`src/rtl/seq_detector.sv`:
```
// rtl/seq_detector.sv - programmable serial pattern detector with saturating match counter
//
// Purpose:
//   Shifts qualified serial bits into a history register and compares the most
//   recent PAT_W bits against a loadable pattern. A match raises a one-cycle
//   registered pulse and bumps a saturating counter. Overlapping or
//   non-overlapping detection is selectable per match.
//
// Ports:
//   clk          in   rising-edge clock
//   reset        in   asynchronous active-low reset
//   enable       in   detector run enable; low forces IDLE and flushes history
//   pat_load     in   load pat_in into the pattern register and flush history
//   pat_in       in   [PAT_W-1:0] new pattern value
//   overlap      in   1 = keep history after a match, 0 = restart fill after a match
//   data_in      in   serial data bit
//   data_valid   in   data_in qualifier
//   clear_count  in   synchronous match counter clear (wins over increment)
//   match        out  registered one-cycle pulse per match event
//   match_count  out  [CNT_W-1:0] saturating match total
//   count_sat    out  match_count is all-ones
//   state_out    out  [1:0] state register (IDLE=00 FILL=01 HUNT=10 MATCH=11)

module seq_detector #(
  parameter int               PAT_W     = 4,
  parameter int               CNT_W     = 8,
  parameter logic [PAT_W-1:0] PAT_RESET = 4'b1011
) (
  input  logic             clk,
  input  logic             reset,
  input  logic             enable,
  input  logic             pat_load,
  input  logic [PAT_W-1:0] pat_in,
  input  logic             overlap,
  input  logic             data_in,
  input  logic             data_valid,
  input  logic             clear_count,
  output logic             match,
  output logic [CNT_W-1:0] match_count,
  output logic             count_sat,
  output logic [1:0]       state_out
);

  // Fill counter must represent 0..PAT_W inclusive.
  localparam int FW = $clog2(PAT_W + 1);
  localparam logic [FW-1:0] FULL = FW'(PAT_W);

  typedef enum logic [1:0] {
    IDLE  = 2'b00,
    FILL  = 2'b01,
    HUNT  = 2'b10,
    MATCH = 2'b11
  } state_t;

  state_t           state, state_n;
  logic [PAT_W-1:0] pattern, pattern_n;
  logic [PAT_W-1:0] hist, hist_n;
  logic [FW-1:0]    fill, fill_n;

  logic [PAT_W-1:0] hist_shift;
  logic [FW-1:0]    fill_inc;
  logic             accept;
  logic             match_ev;

  // Next-state, datapath and match-event decode.
  always_comb begin
    state_n    = state;
    pattern_n  = pattern;
    hist_n     = hist;
    fill_n     = fill;
    accept     = 1'b0;
    match_ev   = 1'b0;
    hist_shift = {hist[PAT_W-2:0], data_in};
    fill_inc   = (fill == FULL) ? FULL : fill + FW'(1);

    if (pat_load) begin
      // The data bit presented in a load cycle is dropped.
      pattern_n = pat_in;
      hist_n    = '0;
      fill_n    = '0;
      state_n   = enable ? FILL : IDLE;
    end else if (!enable) begin
      hist_n  = '0;
      fill_n  = '0;
      state_n = IDLE;
    end else if (state == IDLE) begin
      // Leaving IDLE costs one edge; no bit is accepted on it.
      state_n = FILL;
    end else begin
      accept = data_valid;
      if (accept) begin
        match_ev = (fill_inc == FULL) && (hist_shift == pattern);
        hist_n   = hist_shift;
        // Non-overlapping mode restarts the fill; stale history bits are
        // harmless because a new match needs PAT_W fresh bits again.
        fill_n   = (match_ev && !overlap) ? '0 : fill_inc;
      end

      case (state)
        FILL: begin
          if (match_ev)
            state_n = MATCH;
          else if (accept && (fill_inc == FULL))
            state_n = HUNT;
        end
        HUNT: begin
          if (match_ev)
            state_n = MATCH;
        end
        MATCH: begin
          if (match_ev)
            state_n = MATCH;
          else if (fill_n < FULL)
            state_n = FILL;
          else
            state_n = HUNT;
        end
        default: state_n = state;
      endcase
    end
  end

  // State and datapath registers.
  always_ff @(posedge clk or negedge reset) begin
    if (!reset) begin
      state   <= IDLE;
      pattern <= PAT_RESET;
      hist    <= '0;
      fill    <= '0;
      match   <= 1'b0;
    end else begin
      state   <= state_n;
      pattern <= pattern_n;
      hist    <= hist_n;
      fill    <= fill_n;
      match   <= match_ev;
    end
  end

  // Saturating match counter; clear wins over a coincident increment.
  always_ff @(posedge clk or negedge reset) begin
    if (!reset) begin
      match_count <= '0;
    end else if (clear_count) begin
      match_count <= '0;
    end else if (match_ev && !count_sat) begin
      match_count <= match_count + CNT_W'(1);
    end
  end

  assign count_sat = &match_count;
  assign state_out = state;

endmodule

```
`config.mk`:
```
export PLATFORM = sky130hd
export DESIGN_NAME = seq_detector
export DESIGN_NICKNAME = d
export VERILOG_FILES = /design/src/rtl/seq_detector.sv
export SDC_FILE = /design/constraint.sdc
export NUM_CORES = 1
export LEC_CHECK = 0
export ABC_AREA = 1
export BUFFER_PORTS_ARGS = -buffer_cell sky130_fd_sc_hd__buf_4
export CORE_UTILIZATION = 40
export CTS_CLUSTER_SIZE = 28
export DETAILED_ROUTE_END_ITERATION = 10
export RECOVER_POWER = 25
export SYNTH_ARGS = -nofsm -noshare
export SYNTH_HDL_FRONTEND = slang
export SYNTH_SLANG_ARGS = --single-unit
```
`constraint.sdc`:
```
create_clock -name clk -period 4.7 [get_ports clk]
set_clock_uncertainty 0.2 [all_clocks]
set_input_delay 0.94 -clock clk [delete_from_list [all_inputs] [get_ports clk]]
set_output_delay 0.94 -clock clk [all_outputs]
set_load 0.005 [all_outputs]
```
==> results of run 1 <==
state kept, by name, summed over array words and instances, names as in the netlist:
signal,cells
match_count,8
pattern,4
fill,3
hist,3
state_out,2
match,1
final cells by class:
cell class                      count  share of cell area [%]
Clock inverter                      1                  0.4934
Tap cell                           44                   3.618
Multi-Input combinational cell    127                   41.12
Timing Repair Buffer               23                   11.10
Clock buffer                        3                   1.480
Inverter                           30                   7.401
Sequential cell                    21                   34.79
per-stage QoR:
step	total power, mW	cells	util [%]	worst slack [ps]
after floorplan	0.2244	179	-	2526
after global placement	0.2441	245	49.38	2256
after detailed placement	0.2458	245	49.38	2264
after CTS	0.3379	249	50.37	1885
after global routing	0.3556	249	50.25	1701
final	0.3324	249	50.25	1891
worst max-delay path, cell delays in order (launching register included):
cell and delay, ps:
dfrtp_1 440, ha_1 220, nand2_1 100, nor2_1 150, nand4_1 180, inv_1 150, buf_4 120
layer usage:
layer	GRT usage, %	vias to the layer above
met4	5.102	0
li1	-	616
met5	0	-
met3	2.637	2
met2	33.33	16
met1	23.13	549
cell usage in the layout, fill, tap and decap left out, drive strengths merged:
master,instances
inv,30
nor3,6
a21oi,2
dfrtp,18
dfstp,3
nor2,18
buf,22
or2,1
nand4,5
o21ai,9
xnor2,1
ha,3
nand2,61
o22ai,5
clkinvlp,1
clkbuf,4
xor2,4
nand3,11
o31ai,1
Yosys cell counts, drive strengths merged (3+ instances only):
library cell  count  area (sq um)
nand3            11         55.05
inv              30         112.6
xor2              4         35.03
nand2            61         244.0
dfrtp            18         450.4
ha                3         37.54
dfstp             3         78.83
o22ai             5         31.28
nor2             18         72.57
nor3              6         41.29
o21ai             9         45.04
nand4             5         31.28
power groups by stage:
stage          Combinational, mW  Sequential, mW  Clock [mW]
6_report                  0.0476           0.193      0.0915
5_1_grt                   0.0557           0.195       0.105
4_1_cts                   0.0494           0.193      0.0952
3_5_place_dp              0.0491           0.197           0
3_3_place_gp              0.0476           0.196           0
2_1_floorplan             0.0285           0.196           0
cells by family (layout without fill, tap and decap cells):
family                   Yosys count  in the layout  share of synthesized area (%)
flip-flops                        21             21                          41.63
adder cells (fa/ha/maj)            3              3                          2.953
buffers and inverters             31             57                          9.153
AO/OA/AOI/OAI                     17             17                          7.382
XOR/XNOR                           5              5                          3.445
AND/OR/NAND/NOR                  102            102                          35.43
worst paths after layout:
path / startpoint / to / slack (ps)
max: match_count[0] / count_sat / 1890
max reg2reg: match_count[0] / match_count[3] / 2790
min: pattern[1] / pattern[1] / 330
min in group asynchronous: reset / match_count[0] / 610
min reg2reg: pattern[1] / pattern[1] / 330
max in group asynchronous: reset / fill[2] / 3020
==> metrics.cfg, run 1 <==
[setup_path]
critical_path.max_fanout = 4
arrival_ps = 1670
worstSetupPathType = flop to output pin
reg2regPathDepth = 8
worstPathRequired_ps = 3560
end_kind = output pin
critPathLaunchType = flop

[clock_tree]
cts.clk_slew.worst_paths_ps = 130
tritoncts = yes
clockBufferDepth = 2
post_cts.repair.setup_buffers = 0
htree_levels = 1
cts_hold_buf = 0
cts_resized = 0
cts_made_buffers = 3
numClockSinks = 21
root_buffer = clkbuf_4
clk_latency_ps = 310

[final_layout]
multi_input_area_sq_um = 625.6
diodes = 0
drive_gt1_share_pct = 18.05
regArea_sq_um = 529.3
syn_to_final_growth_pct = 19.69
nNetsFinal = 221
fill_cells = 340
final_area_sq_mm = 0.001521

[synth]
syn_inst = 179
ys_ff_latch = 21
postSynthNetCount = 194
async_reset_ff_share_pct = 100.0
ys_seq_area_share_pct = 41.63
syn_area_sq_mm = 0.001271
ys_warn_count = 0
synth-edff-count = 0
syn_avg_cell_area_sq_um = 7.102
synth_cell_types = 21
synth-main-ff-cell = dfrtp_1

[sta]
rsz0062_at_grt = no
slew_violations = 0
hold_violations = 0
tns_ps = 0
hold_ws_ps = 334.0
max_slew_margin_pct = 24.51
setup-violations-final = 0
max_freq_mhz = 356.0
fin_crit_ps = 2809
finalCritPeriodShare_pct = 59.76
worst_pin_slew_ps = 1132

[global_route]
overflow = 0
groute.usage.overall_pct = 18.50
grt_start_max_net_pins = 22
antenna_found_initial = 0
grt_pass1_wl_um = 4774
grt_pass1_vias = 1106

[place]
place.gp.congestion = 0.7775
port_buffers = 23
place_area_sq_mm = 0.001495
place_hpwl_um = 2146

[detailed_routing]
wire_per_inst_um = 10.98
firstDrtPassIters = 4
dr.max_layer_used = met4
wl_met1_um = 1304
drtAntennaViolNets = 0
dr_total_vias = 1183
wl_met3_um = 65
wl_met2_um = 1350
first_iter_violations = 48
via_per_inst = 4.751
wl_um = 2733
drc_errors = 0

[pwr]
p_int_mw = 0.2392
p_sw_share_pct = 28.04
p_seq_share_pct = 58.1
clock_power_share_pct = 27.5
power.leakage_nw = 0.8143
p_per_area_mw_per_mm2 = 218.5
p_sw_mw = 0.09320
ir_drop_v = 0.00008589
combPwrFrac_pct = 14.3

[floorplanning]
fp.coreArea_sq_mm = 0.003028
die_y_um = 58.38
start_util_pct = 41.98
placementRows = 20
ioPinCount = 24
die-area_sq_mm = 0.003408
die_w_um = 58.38

[flow_run]
maxCapViolCount = 0

[hold_path]
hold_path_depth = 2
min_path_type = flop to flop

[status]
outcome = finished clean

Note: power is estimated with default switching activity, not from simulation.
==> run 2: changes to the inputs <==
==> constraint.sdc (replaced) <==
create_clock -name clk -period 2.4 [get_ports clk]
set_clock_uncertainty 0.2 [all_clocks]
set_input_delay 0.48 -clock clk [delete_from_list [all_inputs] [get_ports clk]]
set_output_delay 0.48 -clock clk [all_outputs]
set_load 0.005 [all_outputs]
==> metrics.cfg, run 2 (same netlist as run 1, synthesis figures left out) <==
[final_layout]
nNetsFinal = 225
most-common-layout-cells = 57 x nand2_1, 30 x inv_1, 25 x buf_4
layout_commonest_cell = nand2_1
diodes = 0
final_util_pct = 51.32
top_regs = match_count x8, pattern x4
syn_to_final_growth_pct = 22.24
largest_register_ffs = 8
drive_gt1_share_pct = 19.14
largest_register = match_count

[global_route]
grt_start_max_net_pins = 22
antenna_found_initial = 0
grt_pass1_wl_um = 4664
overflow = 0
grt_pass1_vias = 1100
groute.usage.overall_pct = 18.01

[clock_tree]
tritoncts = yes
cts_resized = 0
cts_made_buffers = 3
cts.clk_slew.worst_paths_ps = 130
clk_latency_ps = 310
htree_levels = 1
clockBufferDepth = 2
numClockSinks = 21
root_buffer = clkbuf_4

[detailed_routing]
first_iter_violations = 56
wire_per_inst_um = 10.87
via_per_inst = 4.723
drc_errors = 0
dr_total_vias = 1195
wl_um = 2751
firstDrtPassIters = 4
drtAntennaViolNets = 0

[place]
place.gp.congestion = 0.7775
place_hpwl_um = 2121
place_ws_ps = 419.8
port_buffers = 23

[pwr]
p_per_area_mw_per_mm2 = 418.2
ir_drop_v = 0.0001840
power.leakage_nw = 0.8335
finalPower_mw = 0.6498

[floorplanning]
placementRows = 20
start_util_pct = 41.98
fp.coreArea_sq_mm = 0.003028
die-area_sq_mm = 0.003408
ioPinCount = 24
die_y_um = 58.38
die_w_um = 58.38

[setup_path]
critPathLaunchType = flop
worstPathRequired_ps = 1720
crit_path_start = match_count[1]
critical_path.max_stage_delay_ps = 380
critPathSlowestCell = dfrtp_1
rr_endpoint = match_count[5]
r2r-start = fill[0]
reg2reg_slack_ps = 540
worstSetupPathType = flop to output pin
critical_path.max_fanout = 3
crit_path_cell_trace = ha_1 > nand2_1 > nor2_1 > nand4_1 > inv_1 > buf_4
end_kind = output pin
reg2regPathDepth = 11
arrival_ps = 1530

[sta]
rsz0062_at_grt = no
setup-violations-final = 0
slew_violations = 0
worst_slack_ps = 185.4
max_slew_margin_pct = 24.30
worst_pin_slew_ps = 1136
fin_crit_ps = 2215
max_freq_mhz = 451.5
tns_ps = 0
hold_violations = 0
finalCritPeriodShare_pct = 92.28

[hold_path]
min-delay-start = clear_count
holdPathEnd = match_count[0]
hold_path_depth = 2
min_path_type = input pin to flop

[status]
outcome = finished clean

[flow_run]
maxCapViolCount = 0

[run 2: changes by cell type in the layout (fill, tap and decap cells not counted)]
cell	change
dlygate4sd3_1	+1
buf_4	+3
[run 2: metal layers]
layer,wire (um),track usage (%)
met5,0,0
met4,13,5.102
met3,86,2.637
met2,1387,32.84
met1,1264,22.08
[run 2: repair_timing]
item,4_1_cts,5_1_grt
hold buffers,1,0
buffers inserted,0,3
hold endpoints to repair,18,0
setup endpoints to repair,0,1
[run 2: final cells by class]
| class | instances | area (sq um) |
|---|---|---|
| fillers | 324 | 1474 |
| multi-input cells | 127 | 625.6 |
| clock buffers | 3 | 22.52 |
| inverters | 30 | 112.6 |
| well taps | 44 | 55.05 |
| flip-flops and latches | 21 | 529.3 |
| repair buffers | 27 | 201.4 |
| clock inverters | 1 | 7.507 |
[run 2: worst max-delay path, delay by kind of cell, from the launching register on]
kind,cells,cell delay [ps]
adder cells (fa/ha/maj),1,200
buffers and inverters,2,230
flip-flops,1,380
AND/OR/NAND/NOR,3,400
[run 2: how the worst max path moves through the flow]
stage	depth (start not counted)	end
floorplan	10	match_count[4]
global placement	6	count_sat
detailed placement	6	count_sat
CTS	6	count_sat
global route	6	count_sat
finish	6	count_sat
[run 2: through the flow]
step,instances,hold WS [ps],cell area (sq um)
after floorplan,179,-15.59,1271
after global placement,245,177.0,1495
after detailed placement,245,182.7,1495
after CTS,250,140.6,1535
after global routing,253,131.2,1554
final,253,151.0,1554
[run 2: where the power goes]
| group | internal, mW | switching (mW) |
|---|---|---|
| Sequential | 0.368 | 0.0102 |
| Combinational | 0.0378 | 0.0573 |
| Clock | 0.0635 | 0.113 |
| Total | 0.469 | 0.180 |
==> run 3: changes to the inputs <==
--- a/config.mk
+++ b/config.mk
@@ -6,10 +6,10 @@
 export NUM_CORES = 1
 export LEC_CHECK = 0
 export ABC_AREA = 1
-export BUFFER_PORTS_ARGS = -buffer_cell sky130_fd_sc_hd__buf_4
 export CORE_UTILIZATION = 40
 export CTS_CLUSTER_SIZE = 28
 export DETAILED_ROUTE_END_ITERATION = 10
+export DONT_BUFFER_PORTS = 1
 export RECOVER_POWER = 25
 export SYNTH_ARGS = -nofsm -noshare
 export SYNTH_HDL_FRONTEND = slang
==> metrics.cfg, run 3 (same netlist as run 1, synthesis figures left out) <==
[status]
outcome = finished clean

[clock_tree]
cts_resized = 0
cts_made_buffers = 3
root_buffer = clkbuf_4
clk_latency_ps = 310
htree_levels = 1
numClockSinks = 21
clockBufferDepth = 2
tritoncts = yes
cts.clk_slew.worst_paths_ps = 130

[global_route]
overflow = 0
grt_pass1_wl_um = 4623
antenna_found_initial = 0
grt_start_max_net_pins = 22
grt_pass1_vias = 1153
groute.usage.overall_pct = 17.82

[place]
dp.cells = 222
place_hpwl_um = 2069
place.gp.congestion = 0.7411
port_buffers = 0

[setup_path]
worstSetupPathType = flop to output pin
worstSetupEndpoint = count_sat
critical_path.max_fanout = 4
end_kind = output pin
critPathLaunchType = flop
reg2regPathDepth = 11
crit_path_start = match_count[0]
arrival_ps = 1490
rr_endpoint = match_count[1]
worstPathRequired_ps = 1720
reg2reg_slack_ps = 410
r2r-start = fill[0]

[sta]
max_slew_margin_pct = 36.59
slew_violations = 0
max_freq_mhz = 460.5
setup-violations-final = 0
rsz0062_at_grt = no
tns_ps = 0
finalCritPeriodShare_pct = 90.48
fin_crit_ps = 2172
worst_pin_slew_ps = 948.0
hold_violations = 0

[floorplanning]
die_y_um = 58.38
die_w_um = 58.38
fp.coreArea_sq_mm = 0.003028
die-area_sq_mm = 0.003408
ioPinCount = 24
start_util_pct = 41.98
placementRows = 20

[final_layout]
diodes = 0
largest_register_ffs = 8
multi_input_area_sq_um = 625.6
most-common-layout-cells = 57 x nand2_1, 30 x inv_1, 18 x dfrtp_1
largest_register = match_count
top_regs = match_count x8, pattern x4
final_cells = 230
fill_cells = 308
drive_gt1_share_pct = 7.527
syn_to_final_growth_pct = 9.153
regArea_sq_um = 529.3
layout_commonest_cell = nand2_1
nNetsFinal = 202

[detailed_routing]
drc_errors = 0
firstDrtPassIters = 4
wl_um = 2621
wire_per_inst_um = 11.40
first_iter_violations = 33
drtAntennaViolNets = 0
via_per_inst = 4.943
dr_total_vias = 1137

[hold_path]
hold_path_depth = 1
min_path_type = input pin to flop

[flow_run]
maxCapViolCount = 0

[pwr]
p_per_area_mw_per_mm2 = 448.7
ir_drop_v = 0.0002284
power.leakage_nw = 0.7199

run 3: changes by cell type in the layout (fill, tap and decap cells not counted), sizes merged:
cell	change
buf	-24
dlygate4sd3	+2
clkbuf	-1
clkinv	+1
clkinvlp	-1
run 3: final cells by class:
cell class	count	share of cell area, %
Inverter	30	8.115
Tap cell	44	3.968
Clock inverter	1	0.3607
Clock buffer	3	1.623
Timing Repair Buffer	4	2.705
Sequential cell	21	38.14
Multi-Input combinational cell	127	45.09
run 3: stage by stage:
stage          setup slack [ps]  area (sq um)  hold WS, ps  power, mW  util (%)
6_report                  228.4          1388        37.46     0.6226     45.83
5_1_grt                   64.31          1388        11.01     0.6678     45.83
4_1_cts                   174.0          1360        2.691     0.6321     44.92
3_5_place_dp              439.9          1323       -15.17     0.4512     43.68
3_3_place_gp              435.3          1323       -15.19     0.4487     43.68
2_1_floorplan             668.9          1271       -15.59     0.4395         -
run 3: worst min-delay path by stage:
stage | from | to | slack [ps]
final | pat_load | pattern[1] | 40
after global routing | pat_load | pattern[1] | 10
after CTS | clear_count | match_count[0] | 3
after detailed placement | reset | match_count[2] | -20
after global placement | reset | match_count[0] | -20
after floorplan | reset | fill[0] | -20
run 3: routing by layer:
metal  part of all wire, %  vias to the layer above  GRT usage, %
met5                     0                        -             0
li1                      -                      573             -
met1                    42                      535         20.57
met3                   5.5                        2         4.176
met4                  0.72                        0         7.143
met2                    51                       27         31.86
run 3: report_power, final:
group          internal (mW)  switching [mW]  leakage, nW
Clock                 0.0621           0.107       0.0177
Sequential             0.367          0.0112        0.278
Combinational         0.0258          0.0495        0.424
Total                  0.455           0.168        0.720
run 3: critical path, cell delays in order (launching register included):
cell and delay [ps]:
dfrtp_1 440, ha_1 210, nand2_1 100, nor2_1 140
nand4_1 150, inv_1 130
run 3: repair_timing:
item,4_1_cts,5_1_grt
setup buffers,0,1
hold buffers,1,2
endpoints found under the hold margin,21,2
setup endpoints to repair,0,1
